==> src/rtl/wb_regfile_commit.sv <==
// Write-back stage: selects WB data, commits it to the architectural register file,
// serves bypassed ID read ports and emits a registered commit trace plus retire counter.
module wb_regfile_commit #(
  parameter int DATA_W = 32,
  parameter int ADDR_W = 5,
  parameter int CNT_W  = 32
) (
  input  logic              clk,
  input  logic              reset_n,
  input  logic              wb_reg_write,
  input  logic              wb_mem_to_reg,
  input  logic [ADDR_W-1:0] wb_write_reg,
  input  logic [DATA_W-1:0] wb_alu_result,
  input  logic [DATA_W-1:0] wb_read_data,
  input  logic [31:0]       wb_instr,
  input  logic [31:0]       wb_pc,
  input  logic [ADDR_W-1:0] rs_addr,
  input  logic [ADDR_W-1:0] rt_addr,
  output logic [DATA_W-1:0] rs_data,
  output logic [DATA_W-1:0] rt_data,
  output logic [DATA_W-1:0] wb_data,
  input  logic [ADDR_W-1:0] dbg_addr,
  output logic [DATA_W-1:0] dbg_data,
  output logic              commit_valid,
  output logic [31:0]       commit_pc,
  output logic [31:0]       commit_instr,
  output logic              commit_we,
  output logic [ADDR_W-1:0] commit_reg,
  output logic [DATA_W-1:0] commit_data,
  output logic [CNT_W-1:0]  retired_cnt
);

  localparam int NREG = 2 ** ADDR_W;
  localparam logic [CNT_W-1:0] CNT_ONE = {{(CNT_W-1){1'b0}}, 1'b1};

  logic [DATA_W-1:0] regs [NREG];
  logic              wr_en;
  logic              retire;

  // Zero-latency, write-first read: an in-flight WB write to the same index wins.
  function automatic logic [DATA_W-1:0] bypass_read(
    input logic [ADDR_W-1:0] addr,
    input logic [DATA_W-1:0] arr_val,
    input logic              we,
    input logic [ADDR_W-1:0] waddr,
    input logic [DATA_W-1:0] wdata
  );
    logic [DATA_W-1:0] r;
    if (addr == '0)
      r = '0;
    else if (we && (addr == waddr))
      r = wdata;
    else
      r = arr_val;
    return r;
  endfunction

  assign wb_data = wb_mem_to_reg ? wb_read_data : wb_alu_result;
  assign wr_en   = wb_reg_write && (wb_write_reg != '0);
  assign retire  = (wb_instr != 32'd0);

  always_comb begin
    rs_data  = bypass_read(rs_addr, regs[rs_addr], wb_reg_write, wb_write_reg, wb_data);
    rt_data  = bypass_read(rt_addr, regs[rt_addr], wb_reg_write, wb_write_reg, wb_data);
    dbg_data = (dbg_addr == '0) ? '0 : regs[dbg_addr];
  end

  // Register file commit; bubbles with a write enable still update the array.
  always_ff @(posedge clk or negedge reset_n) begin
    if (!reset_n) begin
      for (int i = 0; i < NREG; i++) regs[i] <= '0;
    end else if (wr_en) begin
      regs[wb_write_reg] <= wb_data;
    end
  end

  // Commit trace: one-cycle valid pulse, payload holds between retires.
  always_ff @(posedge clk or negedge reset_n) begin
    if (!reset_n) begin
      commit_valid <= 1'b0;
      commit_pc    <= '0;
      commit_instr <= '0;
      commit_we    <= 1'b0;
      commit_reg   <= '0;
      commit_data  <= '0;
      retired_cnt  <= '0;
    end else begin
      commit_valid <= retire;
      if (retire) begin
        commit_pc    <= wb_pc;
        commit_instr <= wb_instr;
        commit_we    <= wr_en;
        commit_reg   <= wr_en ? wb_write_reg : '0;
        commit_data  <= wr_en ? wb_data : '0;
        retired_cnt  <= retired_cnt + CNT_ONE;
      end
    end
  end

endmodule

==> config.mk <==
export PLATFORM = sky130hd
export DESIGN_NAME = wb_regfile_commit
export DESIGN_NICKNAME = d
export VERILOG_FILES = /design/src/rtl/wb_regfile_commit.sv
export SDC_FILE = /design/constraint.sdc
export NUM_CORES = 2
export LEC_CHECK = 0
export CAP_MARGIN = 20
export CORE_ASPECT_RATIO = 0.9
export CORE_MARGIN = 8
export CORE_UTILIZATION = 64
export DETAILED_ROUTE_END_ITERATION = 10
export PLACE_DENSITY_LB_ADDON = 0.1
export SYNTH_ARGS = -nofsm -noshare
export SYNTH_HDL_FRONTEND = slang
export SYNTH_SLANG_ARGS = --single-unit
==> constraint.sdc <==
create_clock -name clk -period 7.8 [get_ports clk]
set_input_delay 1.56 -clock clk [delete_from_list [all_inputs] [get_ports clk]]
set_output_delay 1.56 -clock clk [all_outputs]
set_load 0.02 [all_outputs]
---- Word level (Yosys, flattened, before mapping) ----
Cells that the tools add are included.
W data, S select, Z words.
storage, ports and cells
  register bits after elaboration ......... 1,159
  latch bits .............................. 0
  RAM bits ................................ 0
  memory bits (read-only) ................. 0
  input bits .............................. 152
  logic and storage cells ................. 80
  memories ................................ 0
operators by class
  $add $sub $neg .......................... 1
  multipliers ............................. 0
  div/mod/pow operators ................... 0
  order comparisons ....................... 5
  equal/unequal tests ..................... 2
  shifts and indexed selects .............. 0
  muxes and demuxes ....................... 20
  bitwise operators ....................... 4
  reduce and logical (&&, ||, !) cells .... 9
operators with widths
  cell                     count
  $bwmux W1024             1
  $bmux W32 S5             3
  $mux W32                 14
  $demux W32 S5            1
  $add A32 B1 Y32 const B  1
  $reduce_bool A32 Y1      1
  $ge A6 B6 Y1 const B     4
  $not A5 Y6               4
  $logic_not A5 Y1         3
  $eq A5 B5 Y1             2
  $lt A6 B1 Y1 const B     1
  $mux W5                  1
  $reduce_bool A5 Y1       1
  $logic_and A1 B1 Y1      4

---- Longest topological paths before layout ----
  depth in word-level cells ............... 6
  gate-level depth with buffers ........... 10

---- Worst setup path before layout ----
Ideal clock, no wire load.
  path kind ............................... input -> output
  start point ............................. in dbg_addr[1]
  end point ............................... out dbg_data[10]
  arrival ................................. 3.273 ns
  required time ........................... 6.240 ns
  slack ................................... 2.967 ns
  cell stages on the path ................. 7
  cells stage by stage .................... clkbuf_1 > buf_2 > buf_1 > mux4_2 > mux4_2 > nand2_1 > o21ai_1
on the way
  word-level cells in the longest chain between the ends .. 5
  elaborated cells between the ends (all ways) .. 6
  those cells by class .................... mux: 4; bitwise: 1; reduce/logical: 1
ends and longest elaborated chain
  element                                      RTL line  source
  from (decl)                                  22        input logic [ADDR_W-1:0] dbg_addr,
  $not A5 Y6 (not written as such)             65        dbg_data = (dbg_addr == '0) ? '0 : regs[dbg_addr];
  $bmux W32 S5                                 65
  $mux W32 (not written as such) (2 in a row)  65
  $mux W32 *                                   65
  to (decl)                                    23        output logic [DATA_W-1:0] dbg_data,
Mark *: on every way between the ends. The rest lies on a longest branch, timed or not. The select of a mux whose other input is x is not followed.

---- Final worst setup path ----
  start point ............................. in wb_reg_write
  end point ............................... out rt_data[2]
on the way
  word-level cells in the longest chain between the ends .. 3
ends and longest elaborated chain
  element              RTL line  source
  from (decl)          10        input logic wb_reg_write,
  $logic_and A1 B1 Y1  51        else if (we && (addr == waddr))
  $mux W32             51
  $mux W32             49        if (addr == '0)
  to (decl)            20        output logic [DATA_W-1:0] rt_data,
Every way passes these cells.

==> summary.txt <==
Status - finished, final reports clean
Root Driver - clkbuf_16
Slowest-stage cell, CP - clkdlybuf4s50_1
Starting Density - 64.4%
Setup crit start kind - input pin
VDD IR max - 0.000276 V
Hold-fix buffers, CTS - 0
Final setup fails - 0
DR WL/cell - 34.6 um
Total Wirelength - 256,000 um
PostCTS Resize Cnt - 0
CP bufs+invs - 3
Ys flop type - dfrtp_1
Setup TNS Final - 0 ps
DRC - 0
Non-filler instance count after layout - 7,413
GPL Wtd Cong - 1.00
Row count - 112
Post-route cell area - 0.0760 mm2
Worst Setup SP - wb_reg_write
Worst R2R Setup Slack - 5670 ps
Vias/cell - 7.54
Syn nets - 5,993
Power per cell area - 264 mW/mm2
Internal power - 13.6 mW
Antenna violations before repair - 24
Inst Count DP - 7,176
Iteration-0 DRC Markers - 9,808
# clock sinks - 1,159
Max Clk Rate - 0.139 GHz
Maximum number of pins on one net before global-route repair - 171
Global route overflow - 0
Yosys cell types - 65
Register area share after synthesis - 43.6%
IO buf count - 414
Final HPWL DP - 160,000 um
GRT Total Usage - 44.5%
WP data required - 6240 ps
Final min period - 7220 ps
Clock transition at path regs - 60 ps
Share of the cycle needed by the critical path after routing - 92.5%
Die Height - 322 um
Core area - 0.103 mm2
Worst-skew pair later-pin latency - 730 ps
Reg power frac - 41.8%
FF-to-FF Start - retired_cnt[3]$_DFFE_PN0P_
Post-route ant nets - 0
Worst hold-check path type - reg2reg
CTS tree - yes
Synthesized flop and latch total - 1,159
Synth Cell Area - 0.0666 mm2
First-pass GRT wire length - 372,000 um
Area grow syn2layout - 14.2%
Hold WS - 419 ps
Vias - 55,900
Drt first pass iters - 9
Syn Area/Cell - 11.4 um2
Share of cells above drive strength 1 - 21.8%
Synthesized instance count - 5,840
Crit Path Category - in2out
Net Sw Frac - 32.1%
Max reg flops - 1,024
Placement Setup Slack - 870 ps
Worst r2r dst - retired_cnt[18]$_DFFE_PN0P_
Kind of end point of the critical path - output port
Die X - 356 um
Area after DPL - 0.0717 mm2
Worst Skew - 4.82 ps
Max clock buf depth - 3
Slew Viols, Final - 0
Final setup margin - 585 ps
Worst Tran Pin Value - 1300 ps
Slew margin rel. - 13.3%
RSZ-0062 raised after global routing - no
Synth warn - 0
Post-CTS Setup Bufs - 0
Asr flop ratio synth - 100%
MaxCap Viol Count - 0
Ports - 415
CP max FO - 19
Psw - 6.44 mW
Die ar. - 0.115 mm2
Gate power share - 27.0%
Pleak - 31.5 nW
Slowest stage delay, CP - 960 ps
Cell Chain, Critical Path - clkdlybuf4s50_1 -> nand4_1 -> nor3_2 -> buf_4 -> nand2_2 -> o22ai_1 -> clkdlybuf4s50_1
Largest delay contributor family on the critical path - buffers and inverters
Final hold violations - 0
Worst Reg-to-Reg Cells - 5
Reg with most FFs - regs
Crit path depth - 7
Nets@finish - 6,085
Worst EP arrival - 5660 ps
Cts bufs inserted - 117
CP most frequent cell - clkdlybuf4s50_1
Clock Power Share - 31.1%
H-tree levels - 3
EDFF count, synth - 0
Vias in the first global route - 53,900
Crit path to - rt_data[2]
[cell type report]
| cell class | count | area (um2) |
|---|---|---|
| antenna | 14 | 35.0 |
| clock buffer | 163 | 3430 |
| clock inverter | 55 | 815 |
| fill | 6981 | 27400 |
| inverter | 79 | 297 |
| multi-input combinational | 3977 | 34800 |
| sequential | 1159 | 29000 |
| tap | 1368 | 1710 |
| timing repair buffer | 598 | 5930 |
[power groups by stage]
stage / Clock (mW) / Sequential (mW) / Combinational, mW
after CTS: 6.26 / 8.32 / 5.28
after global placement: 0 / 8.30 / 5.13
after floorplan: 0 / 8.06 / 3.60
after detailed placement: 0 / 8.41 / 5.23
final: 6.25 / 8.40 / 5.43
after global routing: 6.50 / 8.53 / 5.72
[logic make-up (layout without fill, tap and decap cells)]
| family | count (synthesis) | after routing | synth area share, % |
|---|---|---|---|
| multiplexers | 967 | 967 | 29.4 |
| AND/OR/NAND/NOR | 1538 | 1538 | 9.49 |
| adder cells (fa/ha/maj) | 1 | 1 | 0.0188 |
| flip-flops | 1159 | 1159 | 43.6 |
| other | 0 | 14 | 0 |
| buffers and inverters | 704 | 895 | 4.93 |
| XOR/XNOR | 42 | 42 | 0.553 |
| AO/OA/AOI/OAI | 1429 | 1429 | 12.0 |
[worst min path at each step]
stage,start,slack (ps),endpoint,cells past startpoint
2_1_floorplan,regs[1002]$_DFFE_PN0P_,460,regs[1002]$_DFFE_PN0P_,1
3_3_place_gp,regs[1013]$_DFFE_PN0P_,400,regs[1013]$_DFFE_PN0P_,0
3_5_place_dp,regs[1022]$_DFFE_PN0P_,400,regs[1022]$_DFFE_PN0P_,0
4_1_cts,regs[1010]$_DFFE_PN0P_,420,regs[1010]$_DFFE_PN0P_,0
5_1_grt,regs[1001]$_DFFE_PN0P_,440,regs[1001]$_DFFE_PN0P_,0
6_report,regs[1022]$_DFFE_PN0P_,420,regs[1022]$_DFFE_PN0P_,0
[synthesized netlist by cell type (9+ instances only)]
library cell / count / share of area (%)
a2111oi_0: 9 / 0.12
a211oi_1: 27 / 0.30
a21o_1: 32 / 0.36
a21oi_1: 545 / 4.1
a221o_1: 10 / 0.15
a22o_1: 13 / 0.17
a22oi_1: 74 / 0.83
a2bb2oi_1: 14 / 0.18
buf_1: 27 / 0.15
buf_2: 139 / 1.0
buf_4: 64 / 0.72
buf_6: 30 / 0.51
clkbuf_1: 365 / 2.1
dfrtp_1: 1159 / 44
inv_1: 78 / 0.44
mux2_2: 14 / 0.24
mux2i_1: 163 / 2.5
mux4_2: 790 / 27
nand2_1: 743 / 4.2
nand3_1: 55 / 0.41
nand4_1: 25 / 0.23
nor2_1: 555 / 3.1
nor2b_1: 36 / 0.34
nor3_1: 48 / 0.36
nor4_1: 15 / 0.14
o211ai_1: 9 / 0.10
o21ai_0: 541 / 4.1
o21ai_1: 33 / 0.25
o221ai_1: 16 / 0.21
o22ai_1: 64 / 0.60
o32ai_1: 18 / 0.24
xnor2_1: 18 / 0.24
xor2_1: 24 / 0.32
[cell usage in the layout, fill, tap and decap left out, types with 74 or more instances in the layout]
master,n
nand2_1,728
a22oi_1,74
mux2i_1,131
a21oi_1,545
o21ai_0,541
clkdlybuf4s50_1,386
clkbuf_16,120
mux4_2,790
dfrtp_1,1159
nor2_1,544
buf_4,162
inv_1,78
[per-stage QoR]
stage / utilization [%] / power [mW]
2_1_floorplan: - / 11.7
3_3_place_gp: 69.3 / 13.4
3_5_place_dp: 69.3 / 13.6
4_1_cts: 73.4 / 19.9
5_1_grt: 73.5 / 20.7
6_report: 73.5 / 20.1
[routing by layer]
layer	part of all wire (%)	up-vias	global-route usage, %
met4	7.3	27	26.1
met1	34	27700	57.9
met3	17	1194	22.3
li1	-	21900	-
met5	0.16	-	2.81
met2	41	5113	59.9
No activity file was read; power rests on OpenSTA's default activity.
